`src/rtl/mdu_hilo_if.sv`:
```
// rtl/mdu_hilo_if.sv - start/busy/done handshake, operands and HI/LO access for mdu_hilo
interface mdu_hilo_if #(
    parameter int WIDTH = 32
);
    logic             start;
    logic [1:0]       op;
    logic [WIDTH-1:0] din1;
    logic [WIDTH-1:0] din2;
    logic             wr_hi;
    logic             wr_lo;
    logic [WIDTH-1:0] wr_data;
    logic             busy;
    logic             done;
    logic             dz;
    logic [WIDTH-1:0] hi;
    logic [WIDTH-1:0] lo;

    modport master (
        output start, op, din1, din2, wr_hi, wr_lo, wr_data,
        input  busy, done, dz, hi, lo
    );

    modport slave (
        input  start, op, din1, din2, wr_hi, wr_lo, wr_data,
        output busy, done, dz, hi, lo
    );
endinterface

```
`src/rtl/mdu_hilo.sv`:
```
// rtl/mdu_hilo.sv - iterative shift-add multiplier / restoring divider owning HI/LO
// The divider is only built when MDU_DIV_EN is defined; otherwise op 11 completes as a no-op.
module mdu_hilo #(
    parameter int WIDTH = 32
) (
    input  logic        clk,
    input  logic        rst,
    mdu_hilo_if.slave   bus
);
    localparam int            W        = WIDTH;
    localparam logic [1:0]    OP_MULTU = 2'b01;
    localparam logic [1:0]    OP_MADD  = 2'b10;
    localparam logic [1:0]    OP_DIV   = 2'b11;
    localparam logic [5:0]    LAST     = 6'(WIDTH - 1);

    typedef enum logic [1:0] {S_IDLE, S_RUN, S_FIX} state_t;

    state_t         r_state;
    logic [1:0]     r_op;
    logic [2*W-1:0] r_acc;
    logic [W-1:0]   r_opnd;
    logic           r_s1;
    logic           r_s2;
    logic [5:0]     r_cnt;
    logic           r_busy;
    logic           r_done;
    logic           r_dz;
    logic [W-1:0]   r_hi;
    logic [W-1:0]   r_lo;

    logic           w_signed;
    logic [W-1:0]   w_mag1;
    logic [W-1:0]   w_mag2;
    logic           w_neg;
    logic [W:0]     w_mul_sum;
    logic [2*W-1:0] w_prod;

    assign w_signed  = (bus.op != OP_MULTU);
    assign w_mag1    = (w_signed && bus.din1[W-1]) ? -bus.din1 : bus.din1;
    assign w_mag2    = (w_signed && bus.din2[W-1]) ? -bus.din2 : bus.din2;
    assign w_neg     = r_s1 ^ r_s2;

    // Upper half accumulates the multiplicand; the multiplier drains out of the low half.
    assign w_mul_sum = {1'b0, r_acc[2*W-1:W]} + {1'b0, (r_acc[0] ? r_opnd : {W{1'b0}})};
    assign w_prod    = w_neg ? -r_acc : r_acc;

`ifdef MDU_DIV_EN
    logic [W:0]   w_rem_sh;
    logic [W:0]   w_diff;
    logic [W-1:0] w_quot_s;
    logic [W-1:0] w_rem_s;

    assign w_rem_sh = {r_acc[2*W-1:W], r_acc[W-1]};
    assign w_diff   = w_rem_sh - {1'b0, r_opnd};
    assign w_quot_s = r_dz ? {W{1'b1}} : (w_neg ? -r_acc[W-1:0] : r_acc[W-1:0]);
    // With a zero divisor every trial succeeds and the remainder ends as |din1|, so the
    // sign fix-up below restores the original dividend in HI.
    assign w_rem_s  = r_s1 ? -r_acc[2*W-1:W] : r_acc[2*W-1:W];
`endif

    always_ff @(posedge clk or posedge rst) begin
        if (rst) begin
            r_state <= S_IDLE;
            r_op    <= 2'b00;
            r_acc   <= '0;
            r_opnd  <= '0;
            r_s1    <= 1'b0;
            r_s2    <= 1'b0;
            r_cnt   <= 6'd0;
            r_busy  <= 1'b0;
            r_done  <= 1'b0;
            r_dz    <= 1'b0;
            r_hi    <= '0;
            r_lo    <= '0;
        end else begin
            r_done <= 1'b0;
            case (r_state)
                S_IDLE: begin
                    if (bus.wr_hi) r_hi <= bus.wr_data;
                    if (bus.wr_lo) r_lo <= bus.wr_data;
                    if (bus.start) begin
                        r_op  <= bus.op;
                        r_s1  <= w_signed & bus.din1[W-1];
                        r_s2  <= w_signed & bus.din2[W-1];
                        r_cnt <= 6'd0;
                        r_dz  <= 1'b0;
`ifdef MDU_DIV_EN
                        if (bus.op == OP_DIV) begin
                            r_dz   <= (bus.din2 == {W{1'b0}});
                            r_opnd <= w_mag2;
                            r_acc  <= {{W{1'b0}}, w_mag1};
                        end else begin
                            r_opnd <= w_mag1;
                            r_acc  <= {{W{1'b0}}, w_mag2};
                        end
                        r_state <= S_RUN;
                        r_busy  <= 1'b1;
`else
                        r_opnd <= w_mag1;
                        r_acc  <= {{W{1'b0}}, w_mag2};
                        if (bus.op == OP_DIV) begin
                            r_done <= 1'b1;
                        end else begin
                            r_state <= S_RUN;
                            r_busy  <= 1'b1;
                        end
`endif
                    end
                end
                S_RUN: begin
`ifdef MDU_DIV_EN
                    if (r_op == OP_DIV) begin
                        if (!w_diff[W])
                            r_acc <= {w_diff[W-1:0], r_acc[W-2:0], 1'b1};
                        else
                            r_acc <= {w_rem_sh[W-1:0], r_acc[W-2:0], 1'b0};
                    end else begin
                        r_acc <= {w_mul_sum, r_acc[W-1:1]};
                    end
`else
                    r_acc <= {w_mul_sum, r_acc[W-1:1]};
`endif
                    r_cnt <= r_cnt + 6'd1;
                    if (r_cnt == LAST) r_state <= S_FIX;
                end
                S_FIX: begin
                    case (r_op)
                        OP_MADD: {r_hi, r_lo} <= {r_hi, r_lo} + w_prod;
`ifdef MDU_DIV_EN
                        OP_DIV: begin
                            r_hi <= w_rem_s;
                            r_lo <= w_quot_s;
                        end
`endif
                        default: {r_hi, r_lo} <= w_prod;
                    endcase
                    r_state <= S_IDLE;
                    r_busy  <= 1'b0;
                    r_done  <= 1'b1;
                end
                default: r_state <= S_IDLE;
            endcase
        end
    end

    assign bus.busy = r_busy;
    assign bus.done = r_done;
    assign bus.dz   = r_dz;
    assign bus.hi   = r_hi;
    assign bus.lo   = r_lo;
endmodule

```
`src/flat_wrapper.sv`:
```
// flat-port wrapper written by rule: the top's interface ports become plain ports
module mdu_hilo_flat 
#(
    parameter int WIDTH = 32
)
  (clk, rst, bus_start, bus_op, bus_din1, bus_din2, bus_wr_hi, bus_wr_lo, bus_wr_data, bus_busy, bus_done, bus_dz, bus_hi, bus_lo);
  mdu_hilo_if #(.WIDTH(WIDTH)) bus_i ();
  input  logic clk;
  input  logic rst;
  input wire logic [$bits(bus_i.start)-1:0] bus_start;
  input wire logic [$bits(bus_i.op)-1:0] bus_op;
  input wire logic [$bits(bus_i.din1)-1:0] bus_din1;
  input wire logic [$bits(bus_i.din2)-1:0] bus_din2;
  input wire logic [$bits(bus_i.wr_hi)-1:0] bus_wr_hi;
  input wire logic [$bits(bus_i.wr_lo)-1:0] bus_wr_lo;
  input wire logic [$bits(bus_i.wr_data)-1:0] bus_wr_data;
  output wire logic [$bits(bus_i.busy)-1:0] bus_busy;
  output wire logic [$bits(bus_i.done)-1:0] bus_done;
  output wire logic [$bits(bus_i.dz)-1:0] bus_dz;
  output wire logic [$bits(bus_i.hi)-1:0] bus_hi;
  output wire logic [$bits(bus_i.lo)-1:0] bus_lo;
  assign bus_i.start = bus_start;
  assign bus_i.op = bus_op;
  assign bus_i.din1 = bus_din1;
  assign bus_i.din2 = bus_din2;
  assign bus_i.wr_hi = bus_wr_hi;
  assign bus_i.wr_lo = bus_wr_lo;
  assign bus_i.wr_data = bus_wr_data;
  assign bus_busy = bus_i.busy;
  assign bus_done = bus_i.done;
  assign bus_dz = bus_i.dz;
  assign bus_hi = bus_i.hi;
  assign bus_lo = bus_i.lo;
  mdu_hilo #(.WIDTH(WIDTH)) u_core (.clk(clk), .rst(rst), .bus(bus_i));
endmodule
```
`config.mk`:
```
export PLATFORM = sky130hd
export DESIGN_NAME = mdu_hilo_flat
export DESIGN_NICKNAME = d
export VERILOG_FILES = /design/src/rtl/mdu_hilo_if.sv /design/src/rtl/mdu_hilo.sv /design/src/flat_wrapper.sv
export SDC_FILE = /design/constraint.sdc
export NUM_CORES = 1
export LEC_CHECK = 0
export CAP_MARGIN = 40
export CORE_UTILIZATION = 45
export DETAILED_ROUTE_END_ITERATION = 8
export PLACE_DENSITY_LB_ADDON = 0.1
export SYNTH_ARGS = -nofsm -noshare
export SYNTH_HDL_FRONTEND = slang
export SYNTH_SLANG_ARGS = --single-unit
```
`constraint.sdc`:
```
create_clock -name clk -period 8.2 [get_ports clk]
set_clock_uncertainty 0.2 [all_clocks]
set_input_delay 1.64 -clock clk [delete_from_list [all_inputs] [get_ports clk]]
set_output_delay 1.64 -clock clk [all_outputs]
set_load 0.05 [all_outputs]
```
==> run summary <==
Required time reported for the critical path endpoint: 8.35 ns
Number of detailed-routing iterations run before antenna repair: 7
Clock H-tree levels: 4
Post-layout instance count excluding filler cells: 2588
Delay of the slowest cell on the worst path: 0.58 ns
Avg Cell Area, Syn: 7.85 um^2
Clk sinks: 174
Count of cells along the worst hold path: 2
Fill count: 3248
Pre-CTS worst setup slack: 2.56 ns
Peak-usage layer in the global routing report: met2
Post CTS Setup Buffer Count: 0
Min Tclk post-route: 5.80 ns
Post-DR wirelength/cell: 21.1 um
Area grow syn2layout: 17.1%
Post-route worst hold slack: 0.277 ns
Transition time at the pin with the least slew margin: 0.846 ns
Summed instance area of the synthesized netlist: 0.0159 mm^2
Startpoint of the most critical hold path: u_core.r_opnd[17]
Cell count after placement: 2556
Final-report max-slew violation count: 0
Count of pins on the block boundary: 170
CTS tree: built
Synthesized flop and latch total: 174
Depth of the most critical reg-to-reg path: 17
Internal reg-to-reg setup slack: 2.40 ns
Headroom to the max-slew limit: 43.1%
Overall die height: 190 um
Capture endpoint of the worst hold path: u_core.r_opnd[17]
Arrival time worst endpoint: 5.95 ns
Number of remaining DRC errors: 0
Synthesized Nets: 2234
Count of maximum capacitance violations: 0
Total die area: 0.0360 mm^2
Number of flops mapped to enable cells by yosys: 0
Result of the run: completed
GRT Residual Overflow: 0
Count of cell types in the netlist: 82
Simple-gate portion of the synthesized area: 20.4%
Die X: 190 um
Number of buffers created by CTS: 17
Worst r2r src: u_core.r_acc[2]
CTS Root Buffer Type: sky130_fd_sc_hd__clkbuf_16
Count of antenna-violating nets left after detailed routing: 0
Met1 demand-to-capacity share in global routing: 41.8%
Iteration-0 DRC count of the detailed router: 1358
Routing usage on met2: 46.7%
Antenna diode instance count: 0
Number of antenna violations at the first check in global routing: 0
Ratio of routed vias to standard cells: 6.03
Via count of the routed design: 15600
Area of the core: 0.0346 mm^2
Crit path max fanout: 8
Number of global-route vias before repair: 14700
Upper clock frequency limit: 172 MHz
Share of synthesized flip-flops with an asynchronous set or reset: 100%
Global-route wire length before repair: 83.9 mm
Type of element capturing the critical path: flop
GR met3 Demand/Resource: 6.53%
Port Buffers: 168
Routed Wire Length: 54.6 mm
# hold bufs at CTS: 0
Final Hold Viols: 0
Slowest stage cell, crit path: sky130_fd_sc_hd__a221oi_1
Share of the clock period used by the worst path after layout: 70.7%
DPL Wire Length: 42.6 mm
Clock insertion delay at the later pin of the skew report: 0.47 ns
Number of nets in the final layout: 2335
Cells along the critical path: nor4_4 -> nand4_4 -> nor3b_1 -> and2_1 -> a21oi_1 -> xor2_1 -> ha_1 -> a211oi_1 -> o211ai_1 -> a221oi_1 -> o2bb2ai_1 -> a211oi_2 -> o31a_1 -> o21ai_0 -> xnor2_1 -> a211oi_1 -> a221o_1
Compound-Gate Fraction of Synth Area: 27.9%
Synthesis warning total: 0
Summed negative setup slack over all endpoints: 0 ns
Type of the tightest min-delay check: reg -> reg
Flip-flop cell with the highest count after synthesis: sky130_fd_sc_hd__dfrtp_1
Fraction of layout instances using a drive strength above 1: 4.50%
Overall Global Routing Usage: 30.5%
Max clock buf depth: 2
Placer Congestion: 0.994
Initial Utilization: 45.8%
PostCTS Resize Cnt: 0
Mux cell area share after synthesis: 0.513%
Largest net degree at the start of global routing: 100
Setup repair after global routing missed its margin: false
Adder and majority cell fraction of the synthesized area: 8.93%
Clock-pin slew of the registers on the worst-case setup and hold paths: 0.07 ns
Setup WS post-layout: 2.40 ns
Critical path class: reg -> reg
Main combinational cell family by area after synthesis: compound AO/OA/AOI/OAI gates
Row count: 68
Cells after synthesis: 2019
Critical path's most frequent cell: sky130_fd_sc_hd__a211oi_1
Number of endpoints failing setup at the final stage: 0
Synthesized-area fraction occupied by xor and xnor cells: 11.0%
Register area share after synthesis: 27.5%
Reg-to-reg critical path endpoint: u_core.bus.hi[10]
Critical Path Source Type: flop
-- critical path: cells and delay by family, from the launching register on --
| family | cells | cell delay, ns |
|---|---|---|
| AND/OR/NAND/NOR | 4 | 1.28 |
| flip-flops | 1 | 0.49 |
| XOR/XNOR | 2 | 0.56 |
| AO/OA/AOI/OAI | 10 | 2.75 |
| adder cells (fa/ha/maj) | 1 | 0.40 |
-- flip-flops by register name, indices dropped and copies added (netlist names), 2 cells and up --
name	flops
u_core.r_opnd	32
u_core.r_op	2
u_core.bus.lo	32
u_core.r_acc	64
u_core.bus.hi	32
u_core.r_state	2
u_core.r_cnt	6
-- cells in the final DEF, fill, tap and decap left out, types with 7 or more instances in the layout --
master / instances
sky130_fd_sc_hd__ha_1: 110
sky130_fd_sc_hd__or3_1: 15
sky130_fd_sc_hd__o41ai_1: 14
sky130_fd_sc_hd__and2_1: 44
sky130_fd_sc_hd__nand3_1: 60
sky130_fd_sc_hd__o211ai_1: 13
sky130_fd_sc_hd__a21oi_1: 177
sky130_fd_sc_hd__mux2i_1: 7
sky130_fd_sc_hd__o22ai_1: 12
sky130_fd_sc_hd__o31ai_1: 33
sky130_fd_sc_hd__or4_1: 14
sky130_fd_sc_hd__inv_6: 7
sky130_fd_sc_hd__a211oi_1: 33
sky130_fd_sc_hd__a21o_1: 50
sky130_fd_sc_hd__dfrtp_1: 174
sky130_fd_sc_hd__nor3_1: 49
sky130_fd_sc_hd__a221oi_1: 8
sky130_fd_sc_hd__nor2_1: 152
sky130_fd_sc_hd__o21ai_0: 211
sky130_fd_sc_hd__o21a_1: 12
sky130_fd_sc_hd__o21bai_1: 24
sky130_fd_sc_hd__nor4_1: 19
sky130_fd_sc_hd__nand2b_1: 12
sky130_fd_sc_hd__nand4_1: 20
sky130_fd_sc_hd__clkdlybuf4s50_1: 168
sky130_fd_sc_hd__o31a_1: 7
sky130_fd_sc_hd__xor2_1: 105
sky130_fd_sc_hd__buf_4: 19
sky130_fd_sc_hd__and3_1: 12
sky130_fd_sc_hd__clkbuf_16: 17
sky130_fd_sc_hd__inv_1: 46
sky130_fd_sc_hd__a31oi_1: 19
sky130_fd_sc_hd__a22oi_1: 26
sky130_fd_sc_hd__nand2_1: 235
sky130_fd_sc_hd__xnor2_1: 91
-- routing by layer --
layer | wire (um) | share of wire, % | vias up
met5 | 0 | 0 | -
met1 | 25300 | 46 | 7407
met3 | 3770 | 6.9 | 95
met4 | 2040 | 3.7 | 0
met2 | 23500 | 43 | 515
li1 | - | - | 7591
-- kinds of logic after synthesis --
group                      Yosys count
other                                1
muxes                                8
xor gates and xnor gates           199
and+or+nand+nor                    673
buffers and inverters              156
DFF                                174
adders and majority gates          112
AOI/OAI and AO/OA                  696
-- layout make-up --
type | count | area, um^2 | area share [%]
flip-flops and latches | 174 | 4350 | 23.4
multi-input cells | 1689 | 11000 | 59.0
repair buffers | 191 | 1920 | 10.3
well taps | 455 | 569 | 3.06
clock buffers | 17 | 425 | 2.29
inverters | 47 | 181 | 0.977
clock inverters | 15 | 174 | 0.936
-- worst max-delay path by stage --
stage | cells past startpoint | startpoint | slack [ns] | endpoint
after detailed placement | 17 | u_core.r_acc[2] | 2.56 | u_core.bus.hi[10]
final | 17 | u_core.r_acc[2] | 2.40 | u_core.bus.hi[10]
after global routing | 17 | u_core.r_acc[2] | 2.14 | u_core.bus.hi[10]
after CTS | 17 | u_core.r_acc[2] | 2.56 | u_core.bus.hi[10]
after floorplan | 1 | rst | 1.64 | u_core.bus.busy
after global placement | 18 | u_core.r_acc[2] | 2.49 | u_core.bus.hi[28]
-- synthesized netlist by cell type, types with 5 or more instances --
| cell type | count | share of area [%] |
|---|---|---|
| sky130_fd_sc_hd__nand2_1 | 235 | 5.6 |
| sky130_fd_sc_hd__o21ai_0 | 211 | 6.7 |
| sky130_fd_sc_hd__a21oi_1 | 177 | 5.6 |
| sky130_fd_sc_hd__dfrtp_1 | 174 | 27 |
| sky130_fd_sc_hd__nor2_1 | 153 | 3.6 |
| sky130_fd_sc_hd__ha_1 | 110 | 8.7 |
| sky130_fd_sc_hd__xor2_1 | 106 | 5.9 |
| sky130_fd_sc_hd__xnor2_1 | 92 | 5.1 |
| sky130_fd_sc_hd__clkbuf_1 | 89 | 2.1 |
| sky130_fd_sc_hd__nand3_1 | 60 | 1.9 |
| sky130_fd_sc_hd__a21o_1 | 50 | 2.4 |
| sky130_fd_sc_hd__nor3_1 | 49 | 1.5 |
| sky130_fd_sc_hd__inv_1 | 47 | 1.1 |
| sky130_fd_sc_hd__and2_1 | 44 | 1.7 |
| sky130_fd_sc_hd__a211oi_1 | 33 | 1.6 |
| sky130_fd_sc_hd__o31ai_1 | 33 | 1.6 |
| sky130_fd_sc_hd__a22oi_1 | 26 | 1.2 |
| sky130_fd_sc_hd__o21bai_1 | 25 | 1.2 |
| sky130_fd_sc_hd__nand4_1 | 20 | 0.79 |
| sky130_fd_sc_hd__a31oi_1 | 19 | 0.75 |
| sky130_fd_sc_hd__nor4_1 | 19 | 0.75 |
| sky130_fd_sc_hd__or3_1 | 15 | 0.59 |
| sky130_fd_sc_hd__nand2b_1 | 14 | 0.55 |
| sky130_fd_sc_hd__o41ai_1 | 14 | 0.77 |
| sky130_fd_sc_hd__or4_1 | 14 | 0.66 |
| sky130_fd_sc_hd__o211ai_1 | 13 | 0.62 |
| sky130_fd_sc_hd__and3_1 | 12 | 0.47 |
| sky130_fd_sc_hd__o21a_1 | 12 | 0.57 |
| sky130_fd_sc_hd__o22ai_1 | 12 | 0.47 |
| sky130_fd_sc_hd__buf_1 | 11 | 0.26 |
| sky130_fd_sc_hd__nor2b_1 | 9 | 0.36 |
| sky130_fd_sc_hd__a221oi_1 | 8 | 0.44 |
| sky130_fd_sc_hd__mux2i_1 | 7 | 0.44 |
| sky130_fd_sc_hd__o31a_1 | 7 | 0.39 |
| sky130_fd_sc_hd__and4_1 | 6 | 0.33 |
| sky130_fd_sc_hd__buf_2 | 6 | 0.19 |
| sky130_fd_sc_hd__or2_2 | 5 | 0.20 |
-- metrics by stage --
stage / instance area (um^2) / util, %
after floorplan: 15900 / -
after global placement: 17900 / 51.6
after detailed placement: 18000 / 51.9
after CTS: 18600 / 53.6
after global routing: 18600 / 53.6
final: 18600 / 53.6
Power is not shown: default switching activity piles up to over one toggle a cycle in this logic, so the estimate is an artifact.
